$ cat src/rtl/ins_prefetch.sv
// ins_prefetch: instruction prefetch stage of the 8051 core.
// Drives the program-fetch side of the CPU bus from a fetch counter, queues the
// returned opcode bytes in a small FIFO and hands them in order to the decoder.
// The decoder may redirect the fetch stream (jumps/calls) at any time.
//
// Ports:
//   i_clk        system clock, rising edge
//   i_reset      asynchronous active-low reset
//   i_data_bus   byte from program memory, valid while o_read_en=1
//   o_addr_bus   current fetch address
//   o_read_en    fetch strobe
//   i_stall      bus claimed by a data access; suppresses fetch
//   o_ins_byte   byte at the FIFO head
//   o_ins_pc     program address of o_ins_byte
//   o_ins_valid  head byte available
//   i_ins_ready  decoder consumes the head byte when o_ins_valid=1
//   i_jmp_en     one-cycle redirect request
//   i_jmp_addr   new fetch address, sampled when i_jmp_en=1
module ins_prefetch #(
    parameter int unsigned DEPTH = 4,
    parameter int unsigned AW    = 8
) (
    input  logic          i_clk,
    input  logic          i_reset,
    input  logic [7:0]    i_data_bus,
    output logic [AW-1:0] o_addr_bus,
    output logic          o_read_en,
    input  logic          i_stall,
    output logic [7:0]    o_ins_byte,
    output logic [AW-1:0] o_ins_pc,
    output logic          o_ins_valid,
    input  logic          i_ins_ready,
    input  logic          i_jmp_en,
    input  logic [AW-1:0] i_jmp_addr
);

    localparam int unsigned   PW   = (DEPTH > 1) ? $clog2(DEPTH) : 1;
    localparam int unsigned   CW   = $clog2(DEPTH + 1);
    localparam logic [CW-1:0] FULL = CW'(DEPTH);

    logic [AW-1:0] r_fetch_pc;
    logic [7:0]    r_mem [DEPTH];
    logic [PW-1:0] r_wr_ptr;
    logic [PW-1:0] r_rd_ptr;
    logic [CW-1:0] r_count;

    logic w_push;
    logic w_pop;

    // Fetch is gated on the current count only; a same-cycle pop does not
    // reopen a full FIFO, which costs one bubble cycle after full.
    always_comb begin
        o_read_en   = i_reset & ~i_stall & ~i_jmp_en & (r_count != FULL);
        o_ins_valid = (r_count != '0) & ~i_jmp_en;
        o_addr_bus  = r_fetch_pc;
        o_ins_byte  = r_mem[r_rd_ptr];
        // Entries are consecutive addresses ending at fetch_pc-1, so the head
        // address is recovered from the count instead of stored per entry.
        o_ins_pc    = r_fetch_pc - AW'(r_count);
        w_push      = o_read_en;
        w_pop       = o_ins_valid & i_ins_ready;
    end

    always_ff @(posedge i_clk or negedge i_reset) begin
        if (!i_reset) begin
            r_fetch_pc <= '0;
            r_wr_ptr   <= '0;
            r_rd_ptr   <= '0;
            r_count    <= '0;
            for (int i = 0; i < int'(DEPTH); i++) begin
                r_mem[i] <= '0;
            end
        end else if (i_jmp_en) begin
            // Redirect flushes the queue; push and pop are already masked off.
            r_fetch_pc <= i_jmp_addr;
            r_wr_ptr   <= '0;
            r_rd_ptr   <= '0;
            r_count    <= '0;
        end else begin
            if (w_push) begin
                r_mem[r_wr_ptr] <= i_data_bus;
                r_wr_ptr        <= r_wr_ptr + PW'(1);
                r_fetch_pc      <= r_fetch_pc + AW'(1);
            end
            if (w_pop) begin
                r_rd_ptr <= r_rd_ptr + PW'(1);
            end
            if (w_push && !w_pop) begin
                r_count <= r_count + CW'(1);
            end else if (!w_push && w_pop) begin
                r_count <= r_count - CW'(1);
            end
        end
    end

endmodule

$ cat config.mk
export PLATFORM = sky130hd
export DESIGN_NAME = ins_prefetch
export DESIGN_NICKNAME = d
export VERILOG_FILES = /design/src/rtl/ins_prefetch.sv
export SDC_FILE = /design/constraint.sdc
export NUM_CORES = 1
export LEC_CHECK = 0
export CORE_MARGIN = 5
export CORE_UTILIZATION = 56
export DETAILED_ROUTE_END_ITERATION = 10
export PLACE_DENSITY = 0.9
export SLEW_MARGIN = 10
export SYNTH_ARGS = -nofsm -noshare
export SYNTH_HDL_FRONTEND = slang
export SYNTH_SLANG_ARGS = --single-unit
$ cat constraint.sdc
create_clock -name i_clk -period 5.42 [get_ports i_clk]
set_input_delay 1.084 -clock i_clk [delete_from_list [all_inputs] [get_ports i_clk]]
set_output_delay 1.084 -clock i_clk [all_outputs]
set_load 0.02 [all_outputs]
==> results.py <==
metrics = {
    "power": {
        "irDropWorstVdd_mv": 0.175,
        "p_sw_frac": 0.315,
        "power_density_nw_per_um2": 335,
        "combPwrFrac": 0.356,
        "total_switching_power_mw": 0.325,
        "pwr-share-clk": 0.194,
        "p_int_mw": 0.706,
        "power.leakage_nw": 1.35,
        "p_seq_frac": 0.450,
    },
    "cts": {
        "cts_num_sinks": 47,
        "clock-root-buffer": "clkbuf_8",
        "cts_setup_buffers": 0,
        "cts_tree": "built",
        "hold_buffers": 0,
        "cts_resized": 0,
        "cts_made_buffers": 5,
        "clk_pin_slew_worst_paths_ns": 0.08,
        "worst_skew_pair.late_latency_ns": 0.30,
        "clk_path_buf_depth": 2,
        "htree_levels": 2,
    },
    "logic_synthesis": {
        "syn-num-nets": 235,
        "syn_inst": 204,
        "synth_top_area_cell": "dfrtp_1",
        "async_flop_share": 1.00,
        "yosys-top-cells-area": "dfrtp_1 (47%), mux2_2 (15%), mux4_2 (7.2%)",
        "avgSynthCellArea_um2": 12.3,
        "yosys_most_used_dff": "dfrtp_1",
        "synth_top_cell_area_share": 0.470,
        "synth_warnings": 0,
        "seq_area_frac_synth": 0.470,
        "synth_edf_count": 0,
        "netlist_area_um2": 2500,
        "netlist-cell-type-count": 44,
        "synth-seq-cells": 47,
    },
    "route": {
        "drc": 0,
        "vias": 1774,
        "routed_wl_mm": 5.21,
        "via_per_inst": 5.85,
        "drt-pass1-iter-count": 4,
        "routedWlPerCell_um": 17.2,
        "drt_iter0_drc": 110,
        "ant_nets": 0,
    },
    "worst_setup_path": {
        "cpPeakStageDelay_ns": 0.69,
        "worstSetupStartpointType": "input port",
        "reg2reg_from": "r_count[1]",
        "cp_common_cell": "clkdlybuf4s50_1",
        "cp_slowest_cell": "clkdlybuf4s50_1",
        "required_ns": 4.34,
        "r2r_slack_ns": 2.99,
        "worstPathCellList": "clkdlybuf4s50_1 > buf_4 > nor2_1 > nand3_4 > inv_2 > clkdlybuf4s50_1",
        "r2r-end": "r_count[2]",
        "critPathKind": "input port to primary output",
        "endpoint_kind": "primary output",
        "ff2ff_path_depth": 6,
        "worstPathMaxFanout": 21,
        "cp.arrival_ns": 3.10,
    },
    "sta": {
        "finalCritPeriodShare": 0.771,
        "rsz0062_at_grt": "false",
        "fmax_mhz": 239,
        "final.setup_skew_ns": 0.00320,
        "worst_slew_pin_slew_ns": 0.636,
        "final.min_clock_period_ns": 4.18,
        "maxSlewHeadroom": 0.576,
        "slew_violations": 0,
        "setup_tns_ns": 0,
        "setup_viol": 0,
        "hold_viol": 0,
        "hold_slack_ns": 0.505,
    },
    "global_route": {
        "grt_pass1_vias": 1827,
        "grt_antenna_before_repair": 0,
        "grt_pass1_wl_mm": 8.92,
        "overflow": 0,
        "track_usage": 0.187,
        "grt_max_degree": 50,
    },
    "floorplan": {
        "core-area_um2": 4350,
        "std_cell_rows": 24,
        "fp.dieH_um": 76.9,
        "die_area_um2": 5910,
        "ios": 47,
        "die_w_um": 76.9,
        "start_util": 0.575,
    },
    "placed_design": {
        "dp_hpwl_mm": 3.81,
        "routabilityCongestion": 0.796,
        "portBuffers": 46,
        "place_area_um2": 2990,
    },
    "hold_path": {
        "worstHoldStart": "r_mem[6]",
        "hold_path_end": "r_mem[6]",
        "worstHoldPathCells": 1,
        "min_path_type": "flip-flop to flip-flop",
    },
    "final_layout": {
        "area_growth_pct": 22.7,
        "postLayoutCellArea_um2": 3070,
        "finalNetCount": 281,
        "antenna_cells": 0,
        "drive_above_1_share": 0.227,
    },
    "job": {
        "maxCapViolations": 0,
    },
    "outcome": {
        "status": "finished, final reports clean",
    },
}
worst max-delay path: cells and delay by family:
kind / cells / cell delay (ns)
AND/OR/NAND/NOR: 2 / 0.41
buffers and inverters: 4 / 1.59
metrics by stage:
stage / std cells / total power [mW] / util / setup WS [ns]
after floorplan: 204 / 0.683 / - / 2.45
after global placement: 295 / 0.823 / 0.687 / 1.31
after detailed placement: 295 / 0.838 / 0.687 / 1.27
after CTS: 303 / 1.04 / 0.706 / 1.26
after global routing: 303 / 1.09 / 0.706 / 1.17
final: 303 / 1.03 / 0.706 / 1.24
how the worst max path moves through the flow:
| stage | end | slack [ns] | start | cells after the start |
|---|---|---|---|---|
| floorplan | o_ins_pc[6] | 2.45 | o_addr_bus[0] | 6 |
| global placement | o_read_en | 1.31 | i_jmp_en | 6 |
| detailed placement | o_read_en | 1.27 | i_jmp_en | 6 |
| CTS | o_read_en | 1.26 | i_jmp_en | 6 |
| global route | o_read_en | 1.17 | i_jmp_en | 6 |
| finish | o_read_en | 1.24 | i_jmp_en | 6 |
cell usage after synthesis (2+ instances only):
master	count
xor2_1	2
mux2i_1	2
dfrtp_1	47
xnor2_1	7
inv_1	12
a21o_1	2
ha_1	8
mux2_2	33
nand2_1	12
o211ai_1	2
nand2_2	4
a221o_1	3
buf_2	2
clkbuf_1	5
o21ai_0	5
nand3_1	4
a31oi_1	2
nor2b_1	5
a21oi_1	3
nor3_1	4
nand4_1	2
fa_1	2
mux4_2	8
nor2_1	8
layout by cell type (no fill, tap or decap), types with 2 or more instances in the layout:
| master | synthesis | final |
|---|---|---|
| a221o_1 | 3 | 3 |
| mux2i_1 | 2 | 2 |
| o211ai_1 | 2 | 2 |
| buf_4 | 1 | 2 |
| mux4_2 | 8 | 8 |
| nand3_1 | 4 | 4 |
| clkbuf_8 | 0 | 5 |
| a21o_1 | 2 | 2 |
| nor2_1 | 8 | 8 |
| a21oi_1 | 3 | 3 |
| ha_1 | 8 | 8 |
| inv_1 | 12 | 12 |
| nor3_1 | 4 | 4 |
| clkdlybuf4s50_1 | 0 | 45 |
| nor2b_1 | 5 | 5 |
| o21ai_0 | 5 | 5 |
| xor2_1 | 2 | 2 |
| mux2_2 | 33 | 33 |
| xnor2_1 | 7 | 7 |
| nand2_2 | 4 | 4 |
| fa_1 | 2 | 2 |
| clkbuf_1 | 5 | 2 |
| nand2_1 | 12 | 12 |
| dfrtp_1 | 47 | 47 |
| a31oi_1 | 2 | 2 |
| nand4_1 | 2 | 2 |
logic make-up after synthesis:
group	share of synthesized area
and+or+nand+nor	0.107
DFF	0.470
muxes	0.228
AOI/OAI and AO/OA	0.0690
buffers and inverters	0.0385
adders and majority gates	0.0560
xor gates and xnor gates	0.0315
final cells by class:
type	instances	area (um^2)
Clock buffer	7	76.3
Clock inverter	1	5.00
Fill cell	315	1280
Inverter	13	48.8
Multi-Input combinational cell	135	1230
Sequential cell	47	1180
Tap cell	52	65.1
Timing Repair Buffer	48	470
power groups by stage:
stage | Sequential, mW | Combinational (mW) | Clock [mW]
6_report | 0.463 | 0.367 | 0.200
5_1_grt | 0.473 | 0.396 | 0.221
4_1_cts | 0.463 | 0.371 | 0.204
3_5_place_dp | 0.470 | 0.369 | 0
3_3_place_gp | 0.463 | 0.360 | 0
2_1_floorplan | 0.452 | 0.230 | 0
flip-flops by register name (all words and copies together), names as in the netlist:
register / cells
r_count: 3
r_wr_ptr: 2
r_mem: 32
r_rd_ptr: 2
o_addr_bus: 8
per-layer routing:
layer  global-route usage  vias to the layer above  wire length, um
li1                     -                      820                -
met1                0.247                      879             2210
met2                0.306                       70             2630
met3               0.0410                        5              303
met4               0.0612                        0               56
met5                    0                        -                0
Note: power is estimated with default switching activity, not from simulation.
